## src/rtl/mem_bus_arbiter_pkg.sv

```systemverilog
// Shared types and widths for the xrv32i memory-port arbiter.
package mem_bus_arbiter_pkg;

  localparam int MemAddressBus = 32;
  localparam int MemBus        = 32;
  localparam int ByteEnBus     = 4;

  // The owner of the transaction is encoded in the state itself.
  typedef enum logic [2:0] {
    ArbIdle  = 3'd0,
    ArbReqI  = 3'd1,
    ArbReqD  = 3'd2,
    ArbWaitI = 3'd3,
    ArbWaitD = 3'd4
  } arb_state_e;

  // One requester's view of a memory command.
  typedef struct packed {
    logic                     we;
    logic [ByteEnBus-1:0]     be;
    logic [MemAddressBus-1:0] addr;
    logic [MemBus-1:0]        wdata;
  } mem_cmd_t;

endpackage

```

## src/rtl/bus_watchdog.sv

```systemverilog
// Counts cycles spent waiting for a memory response and flags expiry on the
// TIMEOUT-th enabled cycle after a clear.
module bus_watchdog #(
  parameter int TIMEOUT = 16
) (
  input  logic clk,
  input  logic rst,
  input  logic clear,
  input  logic enable,
  output logic expired
);

  logic [7:0] count_q;

  // The first enabled cycle sees count 0, so the TIMEOUT-th sees TIMEOUT-1.
  assign expired = enable && (count_q == 8'(TIMEOUT - 1));

  // Wait-cycle counter; holds once expired until the owner clears it.
  // NOTE: sequential state uses non-blocking assignments so every flop
  // samples the pre-edge value regardless of block ordering.
  always_ff @(posedge clk) begin
    if (rst || clear) begin
      count_q <= '0;
    end else if (enable && !expired) begin
      count_q <= count_q + 8'd1;
    end
  end

endmodule

```

## src/rtl/mem_bus_arbiter.sv

```systemverilog
// Shares the single memory port between instruction fetch and load/store.
// One transaction outstanding at a time; LSU has priority, bounded by a
// streak limit so fetch always makes progress.
module mem_bus_arbiter
  import mem_bus_arbiter_pkg::*;
#(
  parameter int MAX_LS_STREAK = 4,
  parameter int TIMEOUT       = 16
) (
  input  logic                     clk,
  input  logic                     rst,

  input  logic                     if_req_in,
  input  logic [MemAddressBus-1:0] if_addr_in,
  output logic                     if_gnt_out,
  output logic                     if_rvalid_out,
  output logic [MemBus-1:0]        if_rdata_out,
  output logic                     if_err_out,

  input  logic                     ls_req_in,
  input  logic                     ls_we_in,
  input  logic [ByteEnBus-1:0]     ls_be_in,
  input  logic [MemAddressBus-1:0] ls_addr_in,
  input  logic [MemBus-1:0]        ls_wdata_in,
  output logic                     ls_gnt_out,
  output logic                     ls_rvalid_out,
  output logic [MemBus-1:0]        ls_rdata_out,
  output logic                     ls_err_out,

  output logic                     mem_req_out,
  output logic                     mem_we_out,
  output logic [ByteEnBus-1:0]     mem_be_out,
  output logic [MemAddressBus-1:0] mem_addr_out,
  output logic [MemBus-1:0]        mem_wdata_out,
  input  logic                     mem_gnt_in,
  input  logic                     mem_rvalid_in,
  input  logic [MemBus-1:0]        mem_rdata_in,

  output logic                     stall_out
);

  localparam int StreakW = $clog2(MAX_LS_STREAK + 1);
  localparam logic [StreakW-1:0] StreakMax = StreakW'(MAX_LS_STREAK);

  arb_state_e         state_q, state_d;
  logic [StreakW-1:0] streak_q;
  logic               in_wait;
  logic               wd_expired;
  logic               ls_wins;
  logic               drive_if;
  logic               drive_ls;
  mem_cmd_t           if_cmd;
  mem_cmd_t           ls_cmd;
  mem_cmd_t           sel_cmd;

  // Fetch carries only an address; its other command fields stay zero.
  assign if_cmd = '{we: 1'b0, be: '0, addr: if_addr_in, wdata: '0};
  assign ls_cmd = '{we: ls_we_in, be: ls_be_in, addr: ls_addr_in, wdata: ls_wdata_in};

  // LSU wins unless fetch is waiting and the LSU streak is exhausted.
  assign ls_wins = ls_req_in && !(if_req_in && (streak_q == StreakMax));

  assign in_wait = (state_q == ArbWaitI) || (state_q == ArbWaitD);

  bus_watchdog #(
    .TIMEOUT (TIMEOUT)
  ) u_watchdog (
    .clk     (clk),
    .rst     (rst),
    .clear   (!in_wait),
    .enable  (in_wait),
    .expired (wd_expired)
  );

  // State register.
  always_ff @(posedge clk) begin
    if (rst) begin
      state_q <= ArbIdle;
    end else begin
      state_q <= state_d;
    end
  end

  // Next-state, grant/response steering and memory command mux.
  // NOTE: every output of this block is given a default first, so no path
  // through the case statement can leave a value held and infer a latch.
  always_comb begin
    state_d       = state_q;
    drive_if      = 1'b0;
    drive_ls      = 1'b0;
    sel_cmd       = '0;
    if_gnt_out    = 1'b0;
    if_rvalid_out = 1'b0;
    if_rdata_out  = '0;
    if_err_out    = 1'b0;
    ls_gnt_out    = 1'b0;
    ls_rvalid_out = 1'b0;
    ls_rdata_out  = '0;
    ls_err_out    = 1'b0;
    mem_req_out   = 1'b0;
    mem_we_out    = 1'b0;
    mem_be_out    = '0;
    mem_addr_out  = '0;
    mem_wdata_out = '0;
    stall_out     = 1'b0;

    if (!rst) begin
      case (state_q)
        ArbIdle: begin
          if (ls_wins) begin
            drive_ls = 1'b1;
            if (mem_gnt_in) begin
              ls_gnt_out = 1'b1;
              state_d    = ArbWaitD;
            end else begin
              state_d    = ArbReqD;
            end
          end else if (if_req_in) begin
            drive_if = 1'b1;
            if (mem_gnt_in) begin
              if_gnt_out = 1'b1;
              state_d    = ArbWaitI;
            end else begin
              state_d    = ArbReqI;
            end
          end
        end

        ArbReqI: begin
          drive_if = 1'b1;
          if (mem_gnt_in) begin
            if_gnt_out = 1'b1;
            state_d    = ArbWaitI;
          end
        end

        ArbReqD: begin
          drive_ls = 1'b1;
          if (mem_gnt_in) begin
            ls_gnt_out = 1'b1;
            state_d    = ArbWaitD;
          end
        end

        ArbWaitI: begin
          // A response in the expiry cycle takes precedence over the error.
          if (mem_rvalid_in) begin
            if_rvalid_out = 1'b1;
            if_rdata_out  = mem_rdata_in;
            state_d       = ArbIdle;
          end else if (wd_expired) begin
            if_rvalid_out = 1'b1;
            if_err_out    = 1'b1;
            state_d       = ArbIdle;
          end
        end

        ArbWaitD: begin
          if (mem_rvalid_in) begin
            ls_rvalid_out = 1'b1;
            ls_rdata_out  = mem_rdata_in;
            state_d       = ArbIdle;
          end else if (wd_expired) begin
            ls_rvalid_out = 1'b1;
            ls_err_out    = 1'b1;
            state_d       = ArbIdle;
          end
        end

        default: state_d = ArbIdle;
      endcase

      if (drive_ls) begin
        sel_cmd = ls_cmd;
      end else if (drive_if) begin
        sel_cmd = if_cmd;
      end

      mem_req_out   = drive_ls || drive_if;
      mem_we_out    = sel_cmd.we;
      mem_be_out    = sel_cmd.be;
      mem_addr_out  = sel_cmd.addr;
      mem_wdata_out = sel_cmd.wdata;

      // A requester is stalled while it asks or waits, until its response.
      stall_out = ((if_req_in || (state_q == ArbWaitI)) && !if_rvalid_out) ||
                  ((ls_req_in || (state_q == ArbWaitD)) && !ls_rvalid_out);
    end
  end

  // Consecutive LSU grants while fetch is pending; any fetch grant, or an
  // LSU grant with no fetch waiting, restarts the count.
  always_ff @(posedge clk) begin
    if (rst) begin
      streak_q <= '0;
    end else if (if_gnt_out) begin
      streak_q <= '0;
    end else if (ls_gnt_out) begin
      if (!if_req_in) begin
        streak_q <= '0;
      end else if (streak_q != StreakMax) begin
        streak_q <= streak_q + 1'b1;
      end
    end
  end

endmodule

```

## config.mk

```make
export PLATFORM = sky130hd
export DESIGN_NAME = mem_bus_arbiter
export DESIGN_NICKNAME = d
export VERILOG_FILES = /design/src/rtl/mem_bus_arbiter_pkg.sv /design/src/rtl/bus_watchdog.sv /design/src/rtl/mem_bus_arbiter.sv
export SDC_FILE = /design/constraint.sdc
export NUM_CORES = 1
export LEC_CHECK = 0
export BUFFER_PORTS_ARGS = -buffer_cell sky130_fd_sc_hd__buf_2
export CORE_AREA = 8 8 103 105
export DETAILED_ROUTE_END_ITERATION = 10
export DIE_AREA = 0 0 111 113
export PLACE_DENSITY = 0.73
export SYNTH_ARGS = -nofsm -noshare
export SYNTH_HDL_FRONTEND = slang
export SYNTH_SLANG_ARGS = --single-unit
export TNS_END_PERCENT = 5
```

## constraint.sdc

```tcl
create_clock -name clk -period 4.9 [get_ports clk]
set_input_delay 0.49 -clock clk [delete_from_list [all_inputs] [get_ports clk]]
set_output_delay 0.49 -clock clk [all_outputs]
set_load 0.02 [all_outputs]
```

==> impl_metrics.tcl <==
set metrics [dict create \
    status "complete, no violations" \
    synth_simple_gate_area_share_pct 57.80 \
    netlist_instances 345 \
    clock-sinks 14 \
    grt_util_all_layers_pct 15.49 \
    cp_top_family "simple AND/OR/NAND/NOR gates" \
    finClkSkew_ns 0.002414 \
    avgRoutedWirePerCell_um 15.45 \
    syn_to_final_growth_pct 69.20 \
    synth-seq-cells 14 \
    p_leak_uw 0.002351 \
    synth_nets 487 \
    post-dp-hpwl_um 9226 \
    rsz0062_at_grt "false" \
    fmax_mhz 321.4 \
    drc 0 \
    vias 3373 \
    via_per_inst 4.757 \
    antenna_left 0 \
    grt_max_degree 65 \
    netlist.area_leader.share_pct 18.70 \
    setup.worst_path.start_class "register" \
    cts_buffers 3 \
    core_area_um2 8977 \
    setup_viol_count_final 0 \
    ctsResizeCount 0 \
    dieWidth_um 111 \
    grt_pass1_wl_um 16520 \
    worst_slew_pin_slew_ns 1.094 \
    grt_pass1_vias 3171 \
    p_per_area_nw_per_um2 271.6 \
    die_h_um 113 \
    cp_slowest_cell "or4_1" \
    ctsRootBufferMaster "clkbuf_8" \
    synthTopCellsByArea "and3_1, dfxtp_1, nand2_1" \
    place.gp.congestion 0.8876 \
    maxSlewViolCount 0 \
    critPathBufInv 1 \
    routed_wl_um 10950 \
    overflow 0 \
    yosys.area.top_type "and3_1" \
    clock_path_buffers 2 \
    drive_gt1_share_pct 49.50 \
    finalHoldViolations 0 \
    crit_fanout 32 \
    cpPeakStageDelay_ns 0.95 \
    syn_area_per_cell_um2 6.205 \
    cts_tree "yes" \
    synthDistinctLibCells 46 \
    crit_arrival_ns 2.62 \
    io_buffer_count 279 \
    cts.htree.levels 1 \
    required_ns 4.41 \
    period_share_pct 63.49 \
    final_common_cell "buf_2" \
    start_util_pct 23.85 \
    synth_mux_area_share_pct 0.4676 \
    fill_cells 982 \
    multi_input_area_um2 1709 \
    path_clk_slew_ns 0.06 \
    nNetsFinal 742 \
    synth-seq-area-share_pct 13.09 \
    max_slew_margin_pct 27.08 \
    clk_latency_ns 0.24 \
    final_area_um2 3622 \
    synthAdderAreaFrac_pct 1.753 \
    cts_hold_buf 0 \
    place_ws_ns 2.075 \
    synth_top_family_by_area "simple AND/OR/NAND/NOR gates" \
    placed_area_um2 3581 \
    layout_common_cells "buf_2, nand2_1, and3_1" \
    drtIter0Drc 318 \
    min_path_type "reg2reg" \
    diodes 0 \
    tns_ns 0 \
    max_cap_viol_count 0 \
    worstSetupPathType "reg2out" \
    cp-end-kind "output port" \
    fin_crit_ns 3.111 \
    post_cts_buffers 0 \
    final.setup.worst_slack_ns 1.789 \
    synth_compound_area_share_pct 18.47 \
    dieArea_um2 12540 \
    peakVddDrop_v 0.0001333 \
    drt_first_pass_iters 4 \
    mappedNetlistArea_um2 2141 \
    utilization_pct 40.35 \
    regArea_um2 280.3 \
    num_rows 35 \
    io_pins 280 \
    synth-xor-area-share_pct 0.8182 \
    cp_cell_sequence "and4b_4, or4_1, nand2_1, a21oi_1, buf_2" \
    antenna_found_initial 0 \
    yosysWarningCount 0 \
]
[state kept, by name (all words and copies together) (netlist names)]
name / cells
u_watchdog.count_q: 8
state_q: 3
streak_q: 3
[cells by family after synthesis]
kind of cell / after synthesis
AOI/OAI and AO/OA: 62
DFF: 14
adders and majority gates: 3
xor gates and xnor gates: 2
muxes: 1
buffers and inverters: 40
and+or+nand+nor: 223
[stage by stage]
stage | hold slack (ns) | total power [µW] | std cells
2_1_floorplan | 0.4599 | 650.2 | 345
3_3_place_gp | 0.4860 | 892.5 | 706
3_5_place_dp | 0.4943 | 892.1 | 706
4_1_cts | 0.5024 | 992.0 | 709
5_1_grt | 0.5489 | 1059 | 709
6_report | 0.5031 | 983.8 | 709
[report_power, final]
part	leakage, µW	internal (µW)	switching, µW
combinational	0.00222	257	475
sequential	0.000113	124	32.5
clock	0.0000216	54.4	40.6
total	0.00235	436	548
[per-layer routing]
| metal | part of all wire [%] | track usage (%) |
|---|---|---|
| met2 | 51 | 28.82 |
| met4 | 0.48 | 1.712 |
| met3 | 9.6 | 5.026 |
| met5 | 0 | 0 |
| met1 | 39 | 17.14 |
[synth_stat cells, drive strengths merged]
cell type,number
clkbuf,25
a211o,1
a211oi,3
ha,3
o21ai,2
nand3b,2
nor3,4
inv,7
a2bb2oi,1
a22oi,1
dfxtp,14
nand2b,3
or3b,1
a21boi,2
nor3b,3
and2,39
nor2b,1
o31ai,5
nand2,71
mux2i,1
nand3,6
o211a,1
o22ai,1
nor4b,1
buf,8
a31oi,1
and3b,1
xnor2,2
nor4,5
a21o,3
a2111oi,1
a21oi,38
and4b,1
and3,64
nand4b,1
o211ai,1
a2111o,1
nand4,2
or4,5
nor2,10
or3,3
[layout make-up]
type	count	area share, %
Clock buffer	3	1.140
Multi-Input combinational cell	291	47.18
Inverter	7	0.7254
Timing Repair Buffer	283	39.38
Sequential cell	14	7.737
Tap cell	111	3.834
[path summary, 6_finish.rpt]
| kind | cells past startpoint | from | endpoint | slack, ns |
|---|---|---|---|---|
| worst min register to register | 2 | u_watchdog.count_q[7] | u_watchdog.count_q[7] | 0.50 |
| worst max register to register | 4 | state_q[0] | u_watchdog.count_q[7] | 2.68 |
| worst min-delay path | 2 | u_watchdog.count_q[7] | u_watchdog.count_q[7] | 0.50 |
| worst max-delay path | 5 | state_q[1] | mem_addr_out[4] | 1.79 |
[worst reg2reg max path, cell delays in order, from the launching register on]
cell	delay, ns
dfxtp_1	0.64
and3b_2	0.59
o22ai_2	0.24
or4_1	0.54
a21oi_1	0.15
(Power assumes the default switching activity.)
